[config.mk]
export PLATFORM = sky130hd
export DESIGN_NAME = hazard_fwd_unit
export DESIGN_NICKNAME = d
export VERILOG_FILES = /design/src/rtl/hazard_pkg.sv /design/src/rtl/hazard_fwd_unit_fw_src_sel.sv /design/src/rtl/hazard_fwd_unit.sv
export SDC_FILE = /design/constraint.sdc
export NUM_CORES = 1
export LEC_CHECK = 0
export CAP_MARGIN = 25
export CORE_MARGIN = 2
export CORE_UTILIZATION = 50
export CTS_BUF_LIST = sky130_fd_sc_hd__clkbuf_4 sky130_fd_sc_hd__clkbuf_8 sky130_fd_sc_hd__clkbuf_16
export DETAILED_ROUTE_END_ITERATION = 8
export GPL_TIMING_DRIVEN = 0
export PLACE_DENSITY = 0.77
export SETUP_SLACK_MARGIN = 0.05
export SKIP_CTS_REPAIR_TIMING = 1
export SYNTH_ARGS = -nofsm -noshare
export SYNTH_HDL_FRONTEND = slang
export SYNTH_SLANG_ARGS = --single-unit
[constraint.sdc]
create_clock -name i_clk -period 7 [get_ports i_clk]
set_input_delay 1.75 -clock i_clk [delete_from_list [all_inputs] [get_ports i_clk]]
set_output_delay 1.75 -clock i_clk [all_outputs]
set_load 0.02 [all_outputs]
[src/rtl/hazard_pkg.sv]
// hazard_pkg: shared constants and helpers for the hazard/forwarding controller.
//   REG_IDX_W  register index width (5 bits)
//   NUM_REGS   architectural register count (32)
//   FW_SEL_RF  bypass select value meaning "read the regfile"
//   sel_width  width of a per-source bypass select for a given stage count
package hazard_pkg;

  localparam int unsigned REG_IDX_W = 5;
  localparam int unsigned NUM_REGS  = 32;
  localparam int unsigned FW_SEL_RF = 0;

  typedef logic [REG_IDX_W-1:0] reg_idx_t;

  function automatic int unsigned sel_width(input int unsigned num_fw);
    return $clog2(num_fw + 1);
  endfunction

endpackage

[src/rtl/hazard_fwd_unit_fw_src_sel.sv]
// fw_src_sel: bypass select for one source operand.
//   rs_i      source register index
//   wb_idx_i  destination index per forwarding stage (stage 0 = youngest)
//   w_en_i    write enable per forwarding stage
//   sel_o     0 = regfile, k = forward from stage k-1
// The youngest matching stage wins; x0 is never forwarded.
module fw_src_sel
  import hazard_pkg::*;
#(
  parameter  int unsigned NUM_FW = 2,
  localparam int unsigned SEL_W  = sel_width(NUM_FW)
) (
  input  logic [REG_IDX_W-1:0]        rs_i,
  input  logic [REG_IDX_W*NUM_FW-1:0] wb_idx_i,
  input  logic [NUM_FW-1:0]           w_en_i,
  output logic [SEL_W-1:0]            sel_o
);

  logic found;

  always_comb begin
    sel_o = SEL_W'(FW_SEL_RF);
    found = 1'b0;
    for (int unsigned j = 0; j < NUM_FW; j++) begin
      if (!found && w_en_i[j] && (rs_i != '0) &&
          (wb_idx_i[REG_IDX_W*j +: REG_IDX_W] == rs_i)) begin
        sel_o = SEL_W'(j + 1);
        found = 1'b1;
      end
    end
  end

endmodule

[src/rtl/hazard_fwd_unit.sv]
// hazard_fwd_unit: bypass selects, load-use bubbles and long-latency scoreboard.
//   i_clk/i_rst_n            clock, synchronous active-low reset
//   i_rs_d/i_rs_vld_d        D-stage source indices and read-valids
//   i_rs_e                   E-stage source indices (bypass lookup)
//   i_wb_idx/i_w_en          per-forwarding-stage destination and write enable
//   i_rd_e/i_is_load_e       E-stage destination and load flag
//   i_lc_issue_d/i_rd_d      D holds a long-latency op writing i_rd_d
//   i_lc_done/i_lc_done_idx  long-latency retirement and its register
//   o_fw_sel                 per-source bypass select
//   o_stall_f/o_stall_d      hold PC/F-D and D
//   o_flush_e                bubble into E
//   o_lc_busy                no long-latency slot free this cycle
//   o_sb_err                 sticky: bogus retirement seen
// Optional (HAZARD_STATS_EN): o_stall_cnt, o_fw_cnt saturating cycle counters.
module hazard_fwd_unit
  import hazard_pkg::*;
#(
  parameter int unsigned NUM_SRC      = 2,
  parameter int unsigned NUM_FW       = 2,
  parameter int unsigned LOAD_USE_CYC = 1,
  parameter int unsigned LC_MAX_OUT   = 4
) (
  input  logic                                i_clk,
  input  logic                                i_rst_n,
  input  logic [REG_IDX_W*NUM_SRC-1:0]        i_rs_d,
  input  logic [NUM_SRC-1:0]                  i_rs_vld_d,
  input  logic [REG_IDX_W*NUM_SRC-1:0]        i_rs_e,
  input  logic [REG_IDX_W*NUM_FW-1:0]         i_wb_idx,
  input  logic [NUM_FW-1:0]                   i_w_en,
  input  logic [REG_IDX_W-1:0]                i_rd_e,
  input  logic                                i_is_load_e,
  input  logic                                i_lc_issue_d,
  input  logic [REG_IDX_W-1:0]                i_rd_d,
  input  logic                                i_lc_done,
  input  logic [REG_IDX_W-1:0]                i_lc_done_idx,
  output logic [sel_width(NUM_FW)*NUM_SRC-1:0] o_fw_sel,
  output logic                                o_stall_f,
  output logic                                o_stall_d,
  output logic                                o_flush_e,
  output logic                                o_lc_busy,
  output logic                                o_sb_err
`ifdef HAZARD_STATS_EN
  ,
  output logic [31:0]                         o_stall_cnt,
  output logic [31:0]                         o_fw_cnt
`endif
);

  localparam int unsigned SEL_W = sel_width(NUM_FW);
  localparam int unsigned CNT_W = $clog2(LC_MAX_OUT + 1);

  logic [2:0]          lu_cnt_q, lu_cnt_d;
  logic [NUM_REGS-1:0] sb_q, sb_d, pend, clr_mask;
  logic [CNT_W-1:0]    out_cnt_q, out_cnt_d;
  logic                err_q, err_d;
  logic                lu_hit, lu_stall, sb_stall, stall, done_ok, lc_busy, accept;

  for (genvar k = 0; k < NUM_SRC; k++) begin : g_src
    fw_src_sel #(.NUM_FW(NUM_FW)) u_sel (
      .rs_i     (i_rs_e[REG_IDX_W*k +: REG_IDX_W]),
      .wb_idx_i (i_wb_idx),
      .w_en_i   (i_w_en),
      .sel_o    (o_fw_sel[SEL_W*k +: SEL_W])
    );
  end

  always_comb begin
    lu_hit = 1'b0;
    for (int unsigned k = 0; k < NUM_SRC; k++) begin
      if (i_rs_vld_d[k] && (i_rs_d[REG_IDX_W*k +: REG_IDX_W] == i_rd_e)) lu_hit = 1'b1;
    end
    lu_hit = lu_hit && i_is_load_e && (i_rd_e != '0);
  end

  assign lu_stall = (lu_cnt_q != '0);

  // A valid retirement frees its register and its slot in the same cycle,
  // so dependants and a waiting issue proceed without an extra bubble.
  assign done_ok  = i_lc_done && sb_q[i_lc_done_idx] && (out_cnt_q != '0);
  assign clr_mask = done_ok ? (NUM_REGS'(1) << i_lc_done_idx) : '0;
  assign pend     = sb_q & ~clr_mask;
  assign lc_busy  = (out_cnt_q == CNT_W'(LC_MAX_OUT)) && !done_ok;

  always_comb begin
    sb_stall = i_lc_issue_d && (pend[i_rd_d] || lc_busy);
    for (int unsigned k = 0; k < NUM_SRC; k++) begin
      if (i_rs_vld_d[k] && pend[i_rs_d[REG_IDX_W*k +: REG_IDX_W]]) sb_stall = 1'b1;
    end
  end

  assign stall  = lu_stall || sb_stall;
  assign accept = i_lc_issue_d && !stall;

  always_comb begin
    sb_d = pend;
    if (accept) sb_d[i_rd_d] = 1'b1;
    sb_d[0]   = 1'b0;
    out_cnt_d = out_cnt_q + CNT_W'(accept) - CNT_W'(done_ok);
    lu_cnt_d  = lu_stall ? (lu_cnt_q - 3'd1) : (lu_hit ? 3'(LOAD_USE_CYC) : 3'd0);
    err_d     = err_q || (i_lc_done && !done_ok);
  end

  always_ff @(posedge i_clk) begin
    if (!i_rst_n) begin
      lu_cnt_q  <= '0;
      sb_q      <= '0;
      out_cnt_q <= '0;
      err_q     <= 1'b0;
    end else begin
      lu_cnt_q  <= lu_cnt_d;
      sb_q      <= sb_d;
      out_cnt_q <= out_cnt_d;
      err_q     <= err_d;
    end
  end

  assign o_stall_f = stall;
  assign o_stall_d = stall;
  assign o_flush_e = stall;
  assign o_lc_busy = lc_busy;
  assign o_sb_err  = err_q;

`ifdef HAZARD_STATS_EN
  logic [31:0] stall_cnt_q, fw_cnt_q;

  always_ff @(posedge i_clk) begin
    if (!i_rst_n) begin
      stall_cnt_q <= '0;
      fw_cnt_q    <= '0;
    end else begin
      if (stall && (stall_cnt_q != '1)) stall_cnt_q <= stall_cnt_q + 32'd1;
      if ((o_fw_sel != '0) && (fw_cnt_q != '1)) fw_cnt_q <= fw_cnt_q + 32'd1;
    end
  end

  assign o_stall_cnt = stall_cnt_q;
  assign o_fw_cnt    = fw_cnt_q;
`endif

endmodule

==> results of run 1 <==
synth_stat cells (3+ instances only):
cell	count
nand2_1	47
nor2_1	41
dfxtp_1	38
o31ai_1	29
or2_2	28
clkbuf_1	26
xnor2_1	23
nand3_1	22
o21ai_0	20
nand4_1	18
inv_1	15
mux2i_1	15
xor2_1	13
nor2b_1	12
o211ai_1	12
nand2b_1	10
a21oi_1	9
nor3_1	9
a31oi_1	8
mux2_2	8
nor4_1	7
or3_1	7
or4_1	7
and2_1	6
buf_2	6
mux4_2	6
nand3b_1	6
a211oi_1	5
buf_4	5
nor3b_1	5
o2111ai_1	5
o31a_1	5
o41ai_1	5
a311oi_1	4
buf_6	4
ha_1	4
o311ai_0	4
buf_1	3
o221ai_1	3
flip-flops by register name, indices dropped and copies added, names as in the netlist:
name	cells
lu_cnt_q	3
o_sb_err	1
out_cnt_q	3
sb_q	31
report_power, final:
part	internal, uW	switching [uW]
clock	143	96.2
combinational	232	340
sequential	233	13.6
metal layers:
metal,vias up,wire length (um),GRT usage [%]
met5,-,0,0
met4,0,1004,17.15
met3,110,2226,9.407
met2,422,8068,62.50
met1,2367,6700,50.05
li1,2217,-,-
per-stage QoR:
step	total power (uW)	TNS [ns]	hold WS, ns	util [%]
5_1_grt	1094	0	0.5100	65.96
6_report	1057	0	0.4948	65.96
4_1_cts	935.4	-3.482	0.4940	60.70
3_3_place_gp	690.0	-3.471	0.4554	58.82
2_1_floorplan	537.7	0	0.4604	-
3_5_place_dp	702.1	-3.493	0.4705	59.01
critical path, cell delays in order:
cell and delay [ns]:
clkdlybuf4s50_1 0.57, or3b_4 0.45, or4_1 0.42, o31a_1 0.38, mux2_2 0.29, a2111o_1 0.42, nand3_2 0.10, o311ai_4 0.12
buf_6 0.17, a21o_1 0.18, buf_4 0.13, dlymetal6s2s_1 0.19
logic make-up after synthesis:
group	count (synthesis)	share of synthesized area, %
xor+xnor	36	7.593
simple gates	233	29.92
flops	38	18.32
compound gates	143	26.67
buf+inv	60	6.779
fa+ha+maj	5	1.687
mux	29	9.039
layout by cell type (no fill, tap or decap), types with 16 or more instances in the layout:
cell type,instances
nand3_1,21
nand2_1,46
xnor2_1,23
clkdlybuf4s50_1,46
o31ai_1,22
buf_4,27
clkbuf_1,24
nor2_1,40
or2_2,28
dfxtp_1,38
o21ai_0,16
nand4_1,18
how the worst max path moves through the flow:
stage | start | endpoint | slack [ns] | depth (start not counted)
2_1_floorplan | i_lc_done_idx[1] | o_stall_d | 0.80 | 11
3_3_place_gp | i_lc_done_idx[2] | o_stall_f | -1.15 | 14
3_5_place_dp | i_lc_done_idx[2] | o_stall_f | -1.19 | 13
4_1_cts | i_lc_done_idx[2] | o_stall_f | -1.19 | 13
5_1_grt | i_lc_done_idx[0] | o_stall_f | 0.03 | 15
6_report | i_lc_done_idx[0] | o_stall_f | 0.07 | 12
layout make-up:
| class | instances | area (um2) |
|---|---|---|
| inverter | 16 | 60.06 |
| sequential | 38 | 760.7 |
| fill | 695 | 2769 |
| clock inverter | 3 | 68.82 |
| timing repair buffer | 76 | 718.2 |
| tap | 105 | 131.4 |
| multi-input combinational | 446 | 3321 |
| buffer | 44 | 236.5 |
| clock buffer | 5 | 68.82 |
==> results.toml, run 1 <==
[clock_tree]
h-tree-depth = 2
cts_buffers = 5
clk_pin_slew_ns = 0.09
cts.sinks = 38
clk_latency_ns = 0.31
cts_max_path_buffers = 2
tritoncts = "yes"
ctsRootBufferMaster = "clkbuf_8"

[logic_synthesis]
async_reset_ff_share_pct = 0
syn_area_um2 = 4153
netlist_top_cells_area = "dfxtp_1, o31ai_1, xnor2_1"
synth_seq_cells = 38
syn-num-nets = 603
yosysSeqAreaShare_pct = 18.32
synth_top_cell_by_area = "dfxtp_1"
yosys_warnings = 0
postSynthAreaPerCell_um2 = 7.634
synth_ff_type = "dfxtp_1"
synth_edf_count = 0
synth_top_area_share_pct = 18.32
yosysUniqueCellTypes = 74
syn_inst = 544

[global_route]
track_usage_pct = 39.13
grt_pass1_vias = 4615
antenna_found_initial = 0
grt_max_degree = 14
grt-ovfl-total = 0
grt_first_pass_wirelength_um = 26320

[layout]
finalNetCount = 686
drive_above_1_share_pct = 20.06
final_area_um2 = 5365
final_cells = 733
diodes = 0
syn_to_final_growth_pct = 29.20

[sta]
hold_viol = 0
min_period_over_period_pct = 98.98
setup_viol = 0
rsz0062_at_grt = "yes"
worst_slew_pin_slew_ns = 0.9557
fmax_mhz = 144.3
slew-limit-headroom_pct = 35.74
drv_slew = 0
period_minus_slack_ns = 6.929
finalWorstSetupSlack_ns = 0.07149
fin_worst_skew_ns = 0.006337

[pwr]
ir_worst_vdd_mv = 0.1210
power_density_nw_per_um2 = 197.1
p_leak_uw = 0.001788

[job]
max_cap_violations = 0

[route]
routed_wl_um = 18000
drc_errors = 0
drtIter0Drc = 559
post_drt_wl_per_cell_um = 24.56
dr_total_vias = 5116
antenna_left = 0
firstDrtPassIters = 6
vias_per_cell = 6.980

[min_path]
min_from = "o_sb_err$_SDFF_PN0_"
min_path_type = "register to register"
holdPathStages = 2
hold_end = "o_sb_err$_SDFF_PN0_"

[placed_design]
dp_slack_ns = -1.194
gp_congestion = 1.045
dpl.cell_count = 701
io_buffers = 50
dpl.hpwl_um = 13430
dpl_cell_area_um2 = 4800

[floorplan]
die_area_um2 = 9051
coreArea_um2 = 8134
ioPinCount = 63
rows = 33
initial_core_util_pct = 51.05
fp.dieH_um = 95.14
die_width_um = 95.14

[setup_path]
end_kind = "primary output"
r2r-end = "out_cnt_q[2]$_SDFF_PN0_"
critPathRequiredTime_ns = 5.25
crit_arrival_ns = 5.18
timing.rr.start = "out_cnt_q[2]$_SDFF_PN0_"
cp_max_fo = 5
worst-setup-path-type = "primary input to primary output"
setup.worst_path.start_class = "primary input"
reg2reg_slack_ns = 2.38
worstRegToRegCells = 17

[outcome]
status = "finished, final reports clean"
(Power assumes the default switching activity.)
==> run 2, diff against run 1 <==
--- a/config.mk
+++ b/config.mk
@@ -6,6 +6,7 @@
 export NUM_CORES = 1
 export LEC_CHECK = 0
 export CAP_MARGIN = 25
+export CORE_ASPECT_RATIO = 0.8
 export CORE_MARGIN = 2
 export CORE_UTILIZATION = 50
 export CTS_BUF_LIST = sky130_fd_sc_hd__clkbuf_4 sky130_fd_sc_hd__clkbuf_8 sky130_fd_sc_hd__clkbuf_16
==> run 2 against run 1 <==
Via count fell by 0.88%. Register-to-register slack worse by 0.13 ns. Critical endpoint is now o_stall_d. Sequential power about the same. The run now ends with design-rule violations left. Cell count decreased by 0.95%. First-iteration DRC count is 16% higher. Power fell by 12%. Hold slack got worse by 0.016 ns. Sequential share of layout area is 0.40 points higher.
==> results.toml, run 2 (synthesis gave the netlist of run 1 again) <==
[sta]
period_minus_slack_ns = 6.853
fin_worst_skew_ns = 0.009590
setup_viol = 0
slew-limit-headroom_pct = 28.85
hold_viol = 0
finalWorstSetupSlack_ns = 0.1469
worst_slew_pin_slew_ns = 1.056
min_period_over_period_pct = 97.90
drv_slew = 0
fmax_mhz = 145.9
rsz0062_at_grt = "no"

[floorplan]
coreArea_um2 = 7983
die_area_um2 = 9055
rows = 29
initial_core_util_pct = 52.02
die_width_um = 105.9
fp.dieH_um = 85.52
ioPinCount = 63

[route]
dr_total_vias = 5071
firstDrtPassIters = 9
dr_wl_met3_um = 2963
antenna_left = 0
dr_wl_met2_um = 7098
top_layer = "met4"
drtIter0Drc = 649
routed_wl_um = 17630
vias_per_cell = 6.985
wl_met1_um = 6486
drc_errors = 4
post_drt_wl_per_cell_um = 24.29

[setup_path]
crit_end = "o_stall_d"
timing.rr.start = "out_cnt_q[2]$_SDFF_PN0_"
r2r-end = "out_cnt_q[2]$_SDFF_PN0_"
critPathRequiredTime_ns = 5.25
reg2reg_slack_ns = 2.25
cp-startpoint = "i_lc_done"
crit_arrival_ns = 5.10
end_kind = "primary output"
setup.worst_path.start_class = "primary input"
worstRegToRegCells = 18
worst-setup-path-type = "primary input to primary output"
cp_max_fo = 10

[outcome]
status = "finished with violations"
violations = "design-rule violations"

[global_route]
grt-ovfl-total = 0
grt_pass1_vias = 4521
track_usage_pct = 37.85
antenna_found_initial = 1
grt_max_degree = 14
grt_first_pass_wirelength_um = 26080

[pwr]
seq_power_share_pct = 26.7
power_uw = 925.5
power_density_nw_per_um2 = 177.4
p_clk_share_pct = 20.8
power.switching_uw = 409.8
p_int_uw = 515.7
sw_frac_of_total_pct = 44.28
p_leak_uw = 0.001702
power_frac_comb_pct = 52.5
ir_worst_vdd_mv = 0.2313

[placed_design]
dpl.hpwl_um = 13210
io_buffers = 50
dp_slack_ns = -1.219
dpl_cell_area_um2 = 4818
gp_congestion = 1.051

[layout]
layout_commonest_cell = "nand2_1"
syn_to_final_growth_pct = 25.64
top_regs = "sb_q: 31 flops, lu_cnt_q: 3 flops, out_cnt_q: 3 flops"
diodes = 0
final_cell_mix = "nand2_1, clkdlybuf4s50_1, nor2_1"
fillers = 677
drive_above_1_share_pct = 18.61
finalNetCount = 676
final_area_um2 = 5218
regMostFlops = "sb_q"
largest_register_ffs = 31

[clock_tree]
cts_max_path_buffers = 2
h-tree-depth = 2
ctsRootBufferMaster = "clkbuf_8"
clk_latency_ns = 0.30
tritoncts = "yes"
cts.sinks = 38
clk_pin_slew_ns = 0.08
cts_buffers = 5

[min_path]
min_path_type = "register to register"

[job]
max_cap_violations = 0
run 2: worst min-delay path by stage:
| stage | depth (start not counted) | start | to | slack [ns] |
|---|---|---|---|---|
| floorplan | 2 | sb_q[26]$_SDFF_PN0_ | sb_q[26]$_SDFF_PN0_ | 0.46 |
| global placement | 2 | o_sb_err$_SDFF_PN0_ | o_sb_err$_SDFF_PN0_ | 0.45 |
| detailed placement | 2 | o_sb_err$_SDFF_PN0_ | o_sb_err$_SDFF_PN0_ | 0.47 |
| CTS | 2 | o_sb_err$_SDFF_PN0_ | o_sb_err$_SDFF_PN0_ | 0.48 |
| global route | 2 | o_sb_err$_SDFF_PN0_ | o_sb_err$_SDFF_PN0_ | 0.50 |
| finish | 2 | o_sb_err$_SDFF_PN0_ | o_sb_err$_SDFF_PN0_ | 0.48 |
run 2: worst max-delay path, cell delays in order:
cell and delay (ns):
clkdlybuf4s50_1 0.61, o311ai_2 0.38, nor2_1 0.46, nand3_2 0.24, o311ai_2 0.39, nand3_1 0.14, a311oi_2 0.35, o311ai_4 0.17
buf_6 0.17, a21o_1 0.16, buf_4 0.13, buf_2 0.15
run 2: per-stage QoR:
stage / hold WS (ns) / utilization [%] / cells / TNS (ns)
2_1_floorplan: 0.4604 / - / 544 / 0
3_3_place_gp: 0.4467 / 59.98 / 702 / -4.514
3_5_place_dp: 0.4654 / 60.36 / 705 / -3.565
4_1_cts: 0.4802 / 61.79 / 713 / -3.574
5_1_grt: 0.4967 / 65.36 / 726 / 0
6_report: 0.4790 / 65.36 / 726 / 0
run 2: layout make-up:
class	count	area [um2]	area share (%)
plain buffers	44	234.0	4.484
clock buffers	5	68.82	1.319
clock inverters	3	45.04	0.8633
inverters	16	60.06	1.151
multi-input cells	446	3303	63.31
flip-flops and latches	38	760.7	14.58
well taps	108	135.1	2.590
repair buffers	66	610.6	11.70
run 2: power groups by stage:
stage	logic (uW)	registers, uW	clock network (uW)
2_1_floorplan	290	247	0
3_3_place_gp	429	249	0
3_5_place_dp	440	251	0
4_1_cts	442	245	189
5_1_grt	521	249	199
6_report	486	247	192
run 2: metal layers:
| layer | global-route usage (%) | up-vias |
|---|---|---|
| met4 | 14.95 | 0 |
| met1 | 50.98 | 2325 |
| met2 | 55.95 | 441 |
| li1 | - | 2195 |
| met3 | 12.84 | 110 |
| met5 | 0 | - |
